File: src/rtl/axi_wdata_chs.sv
`default_nettype none
// ============================================================================
// Module   : axi_wdata_chs
// Purpose  : AXI write-data channel of the MMU wrapper. W beats from the
//            application side are buffered in a first-word-fall-through FIFO
//            and forwarded to the memory controller. Bursts the MMU denies
//            (drop) are consumed and discarded. Each discarded burst gets a
//            SLVERR B response, and drop_done pulses once that response has
//            been accepted.
// Ports    : clk, reset              - clock / async active-high reset
//            in_w*, in_swvalid       - W beat from application
//            out_swready             - W ready to application
//            out_w*, out_mwvalid     - W beat to memory controller
//            in_mwready              - W ready from memory controller
//            in_awid, in_awlen, drop - drop request (one-cycle pulse)
//            out_bid/bresp/bvalid    - B response for dropped bursts
//            in_bready               - B ready from application
//            drop_done               - one-cycle pulse after B handshake
// Revision : 1.0 - initial release
// ============================================================================
module axi_wdata_chs #(
    parameter int BUF_SZ   = 16,
    parameter int ID_WID   = 8,
    parameter int DATA_WID = 32,
    parameter int USER_WID = 2
) (
    input  logic                  clk,
    input  logic                  reset,
    input  logic [DATA_WID-1:0]   in_wdata,
    input  logic [DATA_WID/8-1:0] in_wstrb,
    input  logic [USER_WID-1:0]   in_wuser,
    input  logic                  in_wlast,
    input  logic                  in_swvalid,
    output logic                  out_swready,
    output logic [DATA_WID-1:0]   out_wdata,
    output logic [DATA_WID/8-1:0] out_wstrb,
    output logic [USER_WID-1:0]   out_wuser,
    output logic                  out_wlast,
    output logic                  out_mwvalid,
    input  logic                  in_mwready,
    input  logic [ID_WID-1:0]     in_awid,
    input  logic [7:0]            in_awlen,
    input  logic                  drop,
    output logic [ID_WID-1:0]     out_bid,
    output logic [1:0]            out_bresp,
    output logic                  out_bvalid,
    input  logic                  in_bready,
    output logic                  drop_done
);

    localparam int STRB_WID = DATA_WID / 8;
    localparam int AW       = $clog2(BUF_SZ);
    localparam int EW       = USER_WID + DATA_WID + STRB_WID + 1;
    localparam logic [AW:0]  FULL_CNT = (AW + 1)'(BUF_SZ);
    localparam logic [1:0]   BRESP_SLVERR = 2'b10;

    typedef enum logic [1:0] {
        S_IDLE = 2'd0,
        S_PASS = 2'd1,
        S_DROP = 2'd2,
        S_RESP = 2'd3
    } state_t;

    state_t state, state_nxt;

    // ------------------------------------------------------------------
    // FIFO storage and pointers
    // ------------------------------------------------------------------
    logic [EW-1:0] mem [BUF_SZ];
    logic [AW-1:0] wr_ptr, rd_ptr;
    logic [AW:0]   count;
    logic          empty, full, push, pop;
    logic [EW-1:0] head;

    // Drop bookkeeping
    logic [ID_WID-1:0] id_q, pend_id;
    logic [7:0]        len_q, pend_len;
    logic [7:0]        beat_cnt;
    logic              drop_pend;
    logic              start_drop;

    assign empty = (count == '0);
    assign full  = (count == FULL_CNT);
    assign pop   = out_mwvalid & in_mwready;
    assign push  = in_swvalid & out_swready & (state == S_PASS);

    // Head is forced to zero when empty so the MC side shows clean zeros
    // out of reset and between bursts instead of stale storage contents.
    assign head        = empty ? '0 : mem[rd_ptr];
    assign out_mwvalid = ~empty;
    assign {out_wuser, out_wdata, out_wstrb, out_wlast} = head;

    always_ff @(posedge clk) begin
        if (push) begin
            mem[wr_ptr] <= {in_wuser, in_wdata, in_wstrb, in_wlast};
        end
    end

    always_ff @(posedge clk or posedge reset) begin
        if (reset) begin
            wr_ptr <= '0;
            rd_ptr <= '0;
            count  <= '0;
        end else begin
            if (push) begin
                wr_ptr <= wr_ptr + AW'(1);
            end
            if (pop) begin
                rd_ptr <= rd_ptr + AW'(1);
            end
            case ({push, pop})
                2'b10:   count <= count + (AW + 1)'(1);
                2'b01:   count <= count - (AW + 1)'(1);
                default: count <= count;
            endcase
        end
    end

    // ------------------------------------------------------------------
    // State machine: state register
    // ------------------------------------------------------------------
    always_ff @(posedge clk or posedge reset) begin
        if (reset) begin
            state <= S_IDLE;
        end else begin
            state <= state_nxt;
        end
    end

    // ------------------------------------------------------------------
    // State machine: next state and outputs
    // ------------------------------------------------------------------
    always_comb begin
        state_nxt   = state;
        out_swready = 1'b0;
        out_bvalid  = 1'b0;
        out_bid     = '0;
        out_bresp   = 2'b00;
        start_drop  = 1'b0;
        case (state)
            S_IDLE: begin
                if (drop || drop_pend) begin
                    start_drop = 1'b1;
                    state_nxt  = S_DROP;
                end else if (in_swvalid) begin
                    state_nxt = S_PASS;
                end
            end
            S_PASS: begin
                // No pop-through: a full FIFO refuses input even if the
                // head is leaving this same cycle.
                out_swready = ~full;
                if (in_swvalid && !full && in_wlast) begin
                    state_nxt = S_IDLE;
                end
            end
            S_DROP: begin
                out_swready = 1'b1;
                // Compare before incrementing so len=255 (256 beats)
                // terminates without the counter wrapping first.
                if (in_swvalid && ((beat_cnt == len_q) || in_wlast)) begin
                    state_nxt = S_RESP;
                end
            end
            S_RESP: begin
                out_bvalid = 1'b1;
                out_bid    = id_q;
                out_bresp  = BRESP_SLVERR;
                if (in_bready) begin
                    state_nxt = S_IDLE;
                end
            end
            default: state_nxt = S_IDLE;
        endcase
    end

    // ------------------------------------------------------------------
    // Drop context, pending drop, beat counter, completion pulse
    // ------------------------------------------------------------------
    always_ff @(posedge clk or posedge reset) begin
        if (reset) begin
            id_q      <= '0;
            len_q     <= '0;
            pend_id   <= '0;
            pend_len  <= '0;
            drop_pend <= 1'b0;
            beat_cnt  <= '0;
            drop_done <= 1'b0;
        end else begin
            drop_done <= (state == S_RESP) && in_bready;

            if (start_drop) begin
                // A held pending drop is older than any pulse arriving now.
                if (drop_pend) begin
                    id_q  <= pend_id;
                    len_q <= pend_len;
                end else begin
                    id_q  <= in_awid;
                    len_q <= in_awlen;
                end
                beat_cnt  <= '0;
                drop_pend <= 1'b0;
            end else if (drop && !drop_pend && (state != S_IDLE)) begin
                drop_pend <= 1'b1;
                pend_id   <= in_awid;
                pend_len  <= in_awlen;
            end

            if ((state == S_DROP) && in_swvalid) begin
                beat_cnt <= beat_cnt + 8'd1;
            end
        end
    end

endmodule
`default_nettype wire

File: config.mk
export PLATFORM = sky130hd
export DESIGN_NAME = axi_wdata_chs
export DESIGN_NICKNAME = d
export VERILOG_FILES = /design/src/rtl/axi_wdata_chs.sv
export SDC_FILE = /design/constraint.sdc
export NUM_CORES = 1
export LEC_CHECK = 0
export ABC_AREA = 1
export BUFFER_PORTS_ARGS = -buffer_cell sky130_fd_sc_hd__clkbuf_2
export CORE_UTILIZATION = 40
export DETAILED_ROUTE_END_ITERATION = 10
export GPL_TIMING_DRIVEN = 0
export SYNTH_ARGS = -nofsm -noshare
export SYNTH_HDL_FRONTEND = slang
export SYNTH_SLANG_ARGS = --single-unit
File: constraint.sdc
create_clock -name clk -period 4.1 [get_ports clk]
set_clock_uncertainty 0.1 [all_clocks]
set_input_delay 0.205 -clock clk [delete_from_list [all_inputs] [get_ports clk]]
set_output_delay 0.205 -clock clk [all_outputs]
set_load 0.01 [all_outputs]
======== Word level (Yosys, flattened, before mapping) ========
Memory sizes are Yosys's and may differ from the RTL's.
Index checks and enable logic that the tools add are counted.
storage, ports and cells
  logic and storage cells ................. 75
  memories kept ........................... 1
  RAM bits ................................ 624
  input port bits ......................... 61
  register bits after elaboration ......... 57
memories
  memory  depth  bits a word  rd ports  clocked after memory_dff  wr ports  RTL line  text
  mem     16     39           1         0                         1         69        logic [EW-1:0] mem [BUF_SZ];
operators by class
  reductions and logical operators ........ 19
  equality and inequality tests ........... 11
  add/sub/neg operators ................... 5
  bitwise operators ....................... 6
  multiplexer cells ....................... 22
operators by type and width
  operator                                                             number
  8-bit 2-to-1 mux                                                     5
  39-bit 2-to-1 mux                                                    1
  2-bit 2-to-1 mux                                                     6
  5-bit one-hot mux with 2 select lines                                1
  4-bit by 1-bit adder with 4-bit output (second input constant)       2
  8-bit by 1-bit adder with 8-bit output (second input constant)       1
  8-bit == test                                                        1
  2-bit one-hot mux with 4 select lines                                1
  2-bit nonzero test                                                   4
  1-bit logical AND                                                    7
  1-bit 2-to-1 mux                                                     7
  2-bit == test (second input constant)                                3
  5-bit by 1-bit adder with 5-bit output (second input constant)       1
  5-bit == test (second input constant)                                1
  5-bit zero test                                                      1
  5-bit by 1-bit subtractor with 5-bit output (second input constant)  1
  2-bit by 1-bit == test with 1-bit output (second input constant)     2
  2-bit inequality test (second input constant)                        2
  4-bit AND reduction                                                  1
  1-bit AND                                                            3
  3-bit inequality test (second input constant)                        1
  1-bit NOT                                                            3
  1-bit zero test                                                      2
  2-bit zero test                                                      1
  other kinds (4)                                                      5

======== Logic depth before layout (Yosys ltp) ========
Gate-level depths: netlist (run 1).
  depth in word-level cells ............... 7
  gate-level depth with buffers ........... 18
  depth with buffers taken out ............ 17

======== Worst setup path before layout (run 1) ========
No wires, ideal clock.
  path type ............................... register -> register
  start point ............................. register state[0]
  end point ............................... memory mem[11][0] (netlist bit) (enable)
  stages on the path, launching flop included .. 8
  clock period less this slack ............ 3471 ps
  setup time .............................. 435 ps
  setup slack ............................. 629 ps
  arrival time ............................ 2936 ps
  cell sequence ........................... dfrtp_1 inv_1 ha_1 inv_1 a21boi_2 nand2_2 buf_2 nor2_1
between the ends
  word-level cells in the longest chain between the ends .. 6
  elaborated cells on any way between the ends .. 7
RTL lines
  item                                                                       RTL line  text
  start: declaration                                                         64        state_t state, state_nxt;
  start signal: assignment                                                   126       state <= state_nxt;
  2-bit == test or 2-bit by 1-bit == test with 1-bit output (tied branches)  140       case (state)
  1-bit one-hot mux with 2 select lines *                                    140
  named net out_swready                                                      34        output logic out_swready,
  1-bit AND * (2 in a row)                                                   85        assign push = in_swvalid & out_swready & (state == S_PASS);
  1-bit 2-to-1 mux *                                                         94        if (push) begin
  1-bit 2-to-1 mux (not written as such) *                                   95        mem[wr_ptr] <= {in_wuser, in_wdata, in_wstrb, in_wlast};
  end: declaration                                                           69
Mark *: on every way through the listed nets, which the timed path passes. The rest lies on a longest branch.

======== Worst setup path in the final report (run 1) ========
  start point ............................. register rd_ptr[3]
  end point ............................... output port out_wdata[31]
between the ends
  word-level cells in the longest chain between the ends .. 2
RTL lines
  item                      RTL line  text
  start: declaration        70        logic [AW-1:0] wr_ptr, rd_ptr;
  start signal: assignment  109       rd_ptr <= rd_ptr + AW'(1);
  memory 16 x 39 bit        n/a
  39-bit 2-to-1 mux         89        assign head = empty ? '0 : mem[rd_ptr];
  end: declaration          35        output logic [DATA_WID-1:0] out_wdata,
Every way passes these cells.

==> results of run 1 <==
==> cell type report <==
| class | count | area [um^2] |
|---|---|---|
| buffer | 150 | 839.6 |
| sequential | 681 | 20160 |
| inverter | 67 | 254.0 |
| multi-input combinational | 1502 | 6929 |
| fill | 6072 | 35690 |
| clock inverter | 39 | 349.1 |
| tap | 931 | 1165 |
| clock buffer | 89 | 1907 |
| timing repair buffer | 198 | 1769 |
==> sequential cells by signal, summed over array words and instances (netlist names) <==
| register | flops |
|---|---|
| drop_done | 1 |
| id_q | 8 |
| count | 5 |
| pend_len | 8 |
| mem | 624 |
| drop_pend | 1 |
| len_q | 8 |
| wr_ptr | 4 |
| rd_ptr | 4 |
| beat_cnt | 8 |
| pend_id | 8 |
| state | 2 |
==> path summary, 6_finish.rpt <==
kind,startpoint,endpoint,slack [ns],depth (start not counted)
worst max-delay path,rd_ptr[3],out_wdata[31],0.69,5
worst min-delay path,in_wlast,mem[0][0],0.03,1
worst max register to register,count[2],count[4],0.81,18
worst min register to register,pend_len[4],pend_len[4],0.39,2
max in group asynchronous,reset,beat_cnt[5],3.17,4
min in group asynchronous,reset,drop_done,0.13,3
==> per-layer routing <==
layer  up-vias  wire, um  share of wire  global-route usage
met4         0      2379          0.029             0.07611
met5         -         0              0                   0
met2       907     39400           0.48              0.3826
met3       157      6835          0.084             0.04244
met1      9681     32860           0.40              0.3040
li1       8964         -              -                   -
==> cells by family (layout without fill, tap and decap cells) <==
| group | count (synthesis) | count (layout) |
|---|---|---|
| flip-flops | 681 | 681 |
| XOR/XNOR | 13 | 13 |
| AND/OR/NAND/NOR | 1287 | 1287 |
| other | 1 | 1 |
| AO/OA/AOI/OAI | 187 | 187 |
| adder cells (fa/ha/maj) | 14 | 14 |
| buffers and inverters | 217 | 543 |
==> placed cells by master (no fill, tap or decap), drive strengths merged, types with 6 or more instances in the layout <==
cell         synthesis  routed
nand2              733     733
edfxtp             624     624
nand3              490     490
clkbuf              33     234
buf                117     142
a21oi              104     104
inv                 66      68
dlygate4sd3          0      61
nor2                58      58
dfrtp               57      57
o21a                39      39
o21ai               39      39
clkinv               1      29
ha                  14      14
xor2                 7       7
xnor2                6       6
==> through the flow <==
stage / cell area (um^2) / hold slack [ns]
6_report: 33380 / 0.03029
5_1_grt: 33380 / 0.04440
4_1_cts: 33380 / 0.02468
3_5_place_dp: 30510 / 0.2299
3_3_place_gp: 29790 / 0.3433
2_1_floorplan: 28070 / 0.2039
==> power by group through the flow <==
stage	Combinational, W	Clock [W]	Sequential, W
finish	0.00856	0.00626	0.00803
global route	0.00929	0.00657	0.00806
CTS	0.00853	0.00634	0.00802
detailed placement	0.00843	0	0.00816
global placement	0.00826	0	0.00815
floorplan	0.00520	0	0.00813
==> results.txt, run 1 <==
----------------------------------------------------
[Clock network]
  CTS root buf ... clkbuf_16
  CTS max path bufs ... 3
  Post-CTS setup buffer count ... 0
  Insertion delay of the later-clocked pin in the worst-skew pair ... 0.61 ns
  CTS-repair resized insts ... 0
  Reg clk slew, reported paths ... 0.06 ns
  H-tree depth ... 3
  Clock tree from TritonCTS ... done
  Clock buffers created by TritonCTS ... 72
  Number of clock sinks seen by CTS ... 681
  CTS Hold Bufs ... 61

[Worst setup path]
  Worst path bufs/invs ... 3
  Slowest Stage Delay on Critical Path ... 0.88 ns
  Start-to-end type of the worst setup path ... flip-flop to output pin
  Maximum net fanout on the critical path ... 10
  Crit path arrival time ... 3.11 ns
  Master of the slowest instance on the critical path ... clkbuf_1
  Crit. End Element ... output pin
  Critical Path, Cell by Cell ... clkbuf_1 > clkbuf_1 > a21oi_1 > o21a_1 > clkbuf_2
  Element type at the critical path start ... flip-flop
  Family of cells with the greatest summed delay on the critical path ... buffers and inverters
  Most Frequent Cell on Critical Path ... clkbuf_1
  Required time of the worst setup path ... 3.80 ns

[Yosys]
  Post-synth top flop ... edfxtp_1
  Post-synthesis instance area ... 28070 um^2
  Number of nets produced by synthesis ... 2475
  Area fraction of the dominant cell type after synthesis ... 0.6676
  Share of the synthesized netlist area taken by xor and xnor gates ... 0.004057
  Gate count after technology mapping ... 2400
  Number of synthesized register bits ... 681
  Compound-cell area share of the yosys netlist ... 0.03740
  Most instantiated cells after synthesis ... nand2_1 (732), edfxtp_1 (624), nand3_1 (490)
  Portion of netlist area occupied by mux cells ... 0
  Simple logic cell fraction of the synthesized area ... 0.1948
  Adder-cell area share of the yosys netlist ... 0.006241
  Proportion of register bits with asynchronous set or reset after synthesis ... 0.08370
  Ranking of synthesized cells by area ... edfxtp_1 (67%), nand2_1 (9.8%), nand3_1 (8.7%)
  Combinational family with the most area after synthesis ... simple AND/OR/NAND/NOR gates
  Sequential cell area fraction in the yosys report ... 0.7184
  Number of distinct library cell variants in the gate-level netlist after synthesis ... 34
  Count of synthesis-stage warnings from yosys ... 0
  Cell with the most instances after synthesis ... nand2_1
  Average instance area after synthesis ... 11.69 um^2
  Number of synthesized flops with an enable pin ... 624
  Area leader, netlist ... edfxtp_1

[Global routing]
  Global-route wire length before repair ... 120.7 mm
  Total global routing track utilization ... 0.2303
  Maximum number of pins on one net before global-route repair ... 32
  Antenna violations before repair ... 0
  Vias in the first global route ... 19290
  Final global-route overflow total ... 0

[STA]
  Setup repair after global routing missed its margin ... no
  Period minus WS final ... 3.414 ns
  Part of the cycle the worst path needs ... 0.8327
  Number of failing setup endpoints in the final timing report ... 0
  Max Slew Vio Count ... 0
  Relative slew slack ... 0.1332
  Final worst setup slack ... 0.6859 ns
  Tightest Pin Transition ... 1.300 ns
  Fin. Hold Viols ... 0
  FMAX ... 292.9 MHz
  Setup TNS after final layout ... 0 ns

[Final layout]
  Antenna diode count ... 0
  Share of layout cells above drive strength 1 ... 0.1357
  Post-Layout Cell Count ... 3657
  Number of nets in the layout ... 2747
  Final standard cell utilization of the core ... 0.4833
  Synth-to-Final Area Change ... 18.92%

[Die]
  Std-Cell Rows ... 96
  Die Y ... 266.9 um
  Die outline area ... 71230 um^2
  Core Box Area ... 69070 um^2
  I/O pin count ... 114
  Die X-Extent ... 266.9 um
  Initial cell density of the core ... 0.4064

[Pwr]
  IR drop worst, VDD ... 0.4533 mV
  Reported leakage power ... 12.36 nW
  Net switching power ... 0.008738 W
  Proportion of power drawn by flip-flops and latches ... 0.351
  Combinational share of power ... 0.375
  Portion of total power attributed to the clock network ... 0.274
  Power per cell area ... 684.7 nW/um^2
  Cell-internal power ... 0.01411 W
  Total power ... 0.02285 W
  Fraction of power spent switching nets ... 0.3824

[Detailed routing]
  Drt first-iter violations ... 2129
  Number of antenna-violating nets in the routed design ... 0
  Drt first pass iters ... 5
  Number of vias in the routed layout ... 19710
  Post-detailed-route wirelength per cell ... 22.28 um
  Total DRC errors in the routed layout ... 0
  Post-Route WL ... 81.48 mm
  Detailed-route vias per instance ... 5.389

[Placed design]
  Placed cells ... 3468
  PortBufs ... 112
  Hpwl dp ... 52.23 mm
  Routability cong. ... 0.8003
  Setup slack at placement ... 0.9499 ns

[Run status]
  Run status ... complete, no violations

[Worst hold path]
  Class of the worst hold path ... input pin to flip-flop

[Job]
  Count of max-cap constraint violations ... 0

----------------------------------------------------
No activity file was read; power rests on OpenSTA's default activity.
==> run 2: changes to the inputs <==
clock period = 3.53 ns   (was 4.1 ns; I/O delays follow)
==> run 2 against run 1 <==
Cell area hardly changed. Power is 16% higher. Die area stayed put. Utilization hardly changed. Clock-buffer cell count stayed put. Non-clock buffer count is 1 higher. Clock power is 16% higher. Setup slack worse by 0.51 ns. Routed wire length is 0.12% higher. Hold slack better by 0.074 ns. Critical path type unchanged. Largest cell class unchanged.
==> results.txt, run 2 (same netlist as run 1, synthesis figures left out) <==
----------------------------------------------------
[Worst setup path]
  Worst-case register-to-register setup slack ... 0.24 ns (-0.57 ns)
  Crit path arrival time ... 3.08 ns (-0.03 ns)
  Maximum net fanout on the critical path ... 10 (unchanged)
  Required time of the worst setup path ... 3.25 ns (-0.55 ns)
  FF-to-FF path depth ... 18 (unchanged)
  FF-to-FF End ... count[4]
  Crit. End Element ... output pin
  Element type at the critical path start ... flip-flop
  Critical path launch point ... rd_ptr[3]
  Launch instance of the worst register-to-register path ... count[2]
  Start-to-end type of the worst setup path ... flip-flop to output pin
  Critical path capture point ... out_wdata[29]

[Pwr]
  Fraction of power spent switching nets ... 0.3826 (about the same)
  Reported leakage power ... 12.37 nW (about the same)
  Combinational share of power ... 0.375 (about the same)
  IR drop worst, VDD ... 0.5349 mV (+18%)
  Net switching power ... 0.01016 W (+16%)
  Cell-internal power ... 0.01639 W (+16%)
  Portion of total power attributed to the clock network ... 0.274 (about the same)
  Proportion of power drawn by flip-flops and latches ... 0.351 (about the same)
  Power per cell area ... 795.3 nW/um^2 (+16%)

[Clock network]
  CTS-repair resized insts ... 0 (unchanged)
  Clock tree from TritonCTS ... done
  Insertion delay of the later-clocked pin in the worst-skew pair ... 0.61 ns (about the same)
  CTS max path bufs ... 3 (unchanged)
  Clock buffers created by TritonCTS ... 72 (unchanged)
  H-tree depth ... 3 (unchanged)
  CTS root buf ... clkbuf_16
  Number of clock sinks seen by CTS ... 681 (unchanged)
  Reg clk slew, reported paths ... 0.06 ns (about the same)

[Detailed routing]
  Post-detailed-route wirelength per cell ... 22.30 um (about the same)
  Drt first-iter violations ... 2144 (+0.70%)
  Drt first pass iters ... 7 (+2)
  Number of vias in the routed layout ... 19670 (-0.18%)
  Detailed-route vias per instance ... 5.378 (-0.21%)
  Total DRC errors in the routed layout ... 0 (unchanged)
  Number of antenna-violating nets in the routed design ... 0 (unchanged)
  Post-Route WL ... 81.58 mm (+0.12%)

[Placed design]
  Instance area after placement ... 30510 um^2 (unchanged)
  PortBufs ... 112 (unchanged)
  Routability cong. ... 0.8003 (unchanged)
  Hpwl dp ... 52.23 mm (unchanged)

[Global routing]
  GRT met3 Usage ... 0.04244 (unchanged)
  Global-route wire length before repair ... 120.7 mm (about the same)
  GRT met2 Usage ... 0.3826 (unchanged)
  Layer with the highest usage after global routing ... met2
  Total global routing track utilization ... 0.2303 (unchanged)
  Antenna violations before repair ... 0 (unchanged)
  Met1 track demand over resource in global routing ... 0.3040 (unchanged)
  Maximum number of pins on one net before global-route repair ... 32 (unchanged)
  Final global-route overflow total ... 0 (unchanged)
  Vias in the first global route ... 19290 (+0.031%)

[STA]
  Setup TNS after final layout ... 0 ns (unchanged)
  Setup repair after global routing missed its margin ... no
  Max Slew Vio Count ... 0 (unchanged)
  Tightest Pin Transition ... 1.341 ns (+0.04062 ns)
  Fin. Hold Viols ... 0 (unchanged)
  Relative slew slack ... 0.1061 (-0.02708)
  FMAX ... 298.1 MHz
  Part of the cycle the worst path needs ... 0.9504
  Period minus WS final ... 3.355 ns
  Number of failing setup endpoints in the final timing report ... 0 (unchanged)

[Final layout]
  Fill count ... 6071 (-0.016%)
  Leading cell types in the layout, fill and taps excluded ... nand2_1 (732), edfxtp_1 (624), nand3_1 (490)
  Commonest non-fill, non-tap cell in the layout ... nand2_1
  Combined flip-flop and latch cell area ... 20160 um^2 (unchanged)
  Post-route design area ... 33390 um^2 (about the same)
  Synth-to-Final Area Change ... 18.95% (about the same)
  Max reg flops ... 624 (unchanged)
  Number of nets in the layout ... 2748 (+0.036%)
  Share of layout cells above drive strength 1 ... 0.1357 (about the same)
  Area occupied by multi-input gates ... 6929 um^2 (unchanged)
  Antenna diode count ... 0 (unchanged)
  Biggest register ... mem

[Worst hold path]
  Class of the worst hold path ... input pin to asynchronous set/reset pin

[Die]
  Die outline area ... 71230 um^2 (unchanged)
  Core Box Area ... 69070 um^2 (unchanged)
  Die Y ... 266.9 um (unchanged)
  Std-Cell Rows ... 96 (unchanged)
  Die X-Extent ... 266.9 um (unchanged)
  I/O pin count ... 114 (unchanged)
  Initial cell density of the core ... 0.4064 (unchanged)

[Run status]
  Run status ... complete, no violations

[Job]
  Count of max-cap constraint violations ... 0 (unchanged)

----------------------------------------------------
## run 2: cell count changes in the layout (fill, tap and decap cells not counted), sizes merged
| cell | delta |
|---|---|
| dlygate4sd3 | +1 |
## run 2: power groups by stage
stage               combinational [W]  clock [W]  sequential [W]
finish                        0.00996    0.00727         0.00932
CTS                           0.00991    0.00736         0.00932
global placement              0.00960          0         0.00947
global route                   0.0108    0.00763         0.00936
detailed placement            0.00979          0         0.00948
floorplan                     0.00604          0         0.00944
## run 2: timing repair
action,CTS,global route
hold buffers,62,0
buffers inserted,0,0
hold endpoints to repair,719,0
## run 2: metrics by stage
| stage | instances | utilization | total power [W] | hold WS [ns] | setup slack (ns) |
|---|---|---|---|---|---|
| 6_report | 3658 | 0.4834 | 0.02655 | 0.1047 | 0.1749 |
| 5_1_grt | 3658 | 0.4834 | 0.02778 | 0.1387 | 0.06182 |
| 4_1_cts | 3658 | 0.4834 | 0.02659 | 0.08844 | 0.2273 |
| 2_1_floorplan | 2400 | - | 0.01547 | 0.1754 | 0.05890 |
| 3_5_place_dp | 3468 | 0.4418 | 0.01927 | 0.2014 | 0.3799 |
| 3_3_place_gp | 3443 | 0.4314 | 0.01907 | 0.3148 | -2.246 |
## run 2: worst min path at each step
stage,startpoint,endpoint,slack [ns],depth (start not counted)
floorplan,in_wlast,mem[0][0],0.18,0
global placement,in_bready,drop_done,0.31,3
detailed placement,reset,drop_done,0.20,2
CTS,reset,drop_done,0.09,3
global route,reset,drop_done,0.14,3
finish,reset,drop_done,0.10,3
## run 2: worst max-delay path, stage by stage (launching register included)
cell      delay (ns)
dfrtp_1         0.39
clkbuf_1        0.86
clkbuf_1        0.72
a21oi_1         0.09
o21a_1          0.25
clkbuf_2        0.14
## run 2: area by class of cell
type                            instances  share of cell area
Sequential cell                       681              0.6040
Multi-Input combinational cell       1502              0.2075
Clock buffer                           89             0.05711
Timing Repair Buffer                  199             0.05329
Tap cell                              931             0.03489
Buffer                                150             0.02515
Clock inverter                         39             0.01046
Inverter                               67            0.007608
## run 2: per-layer routing
metal / vias to the layer above / share of wire
met1: 9678 / 0.41
li1: 8962 / -
met4: 0 / 0.028
met2: 878 / 0.49
met3: 155 / 0.078
met5: - / 0
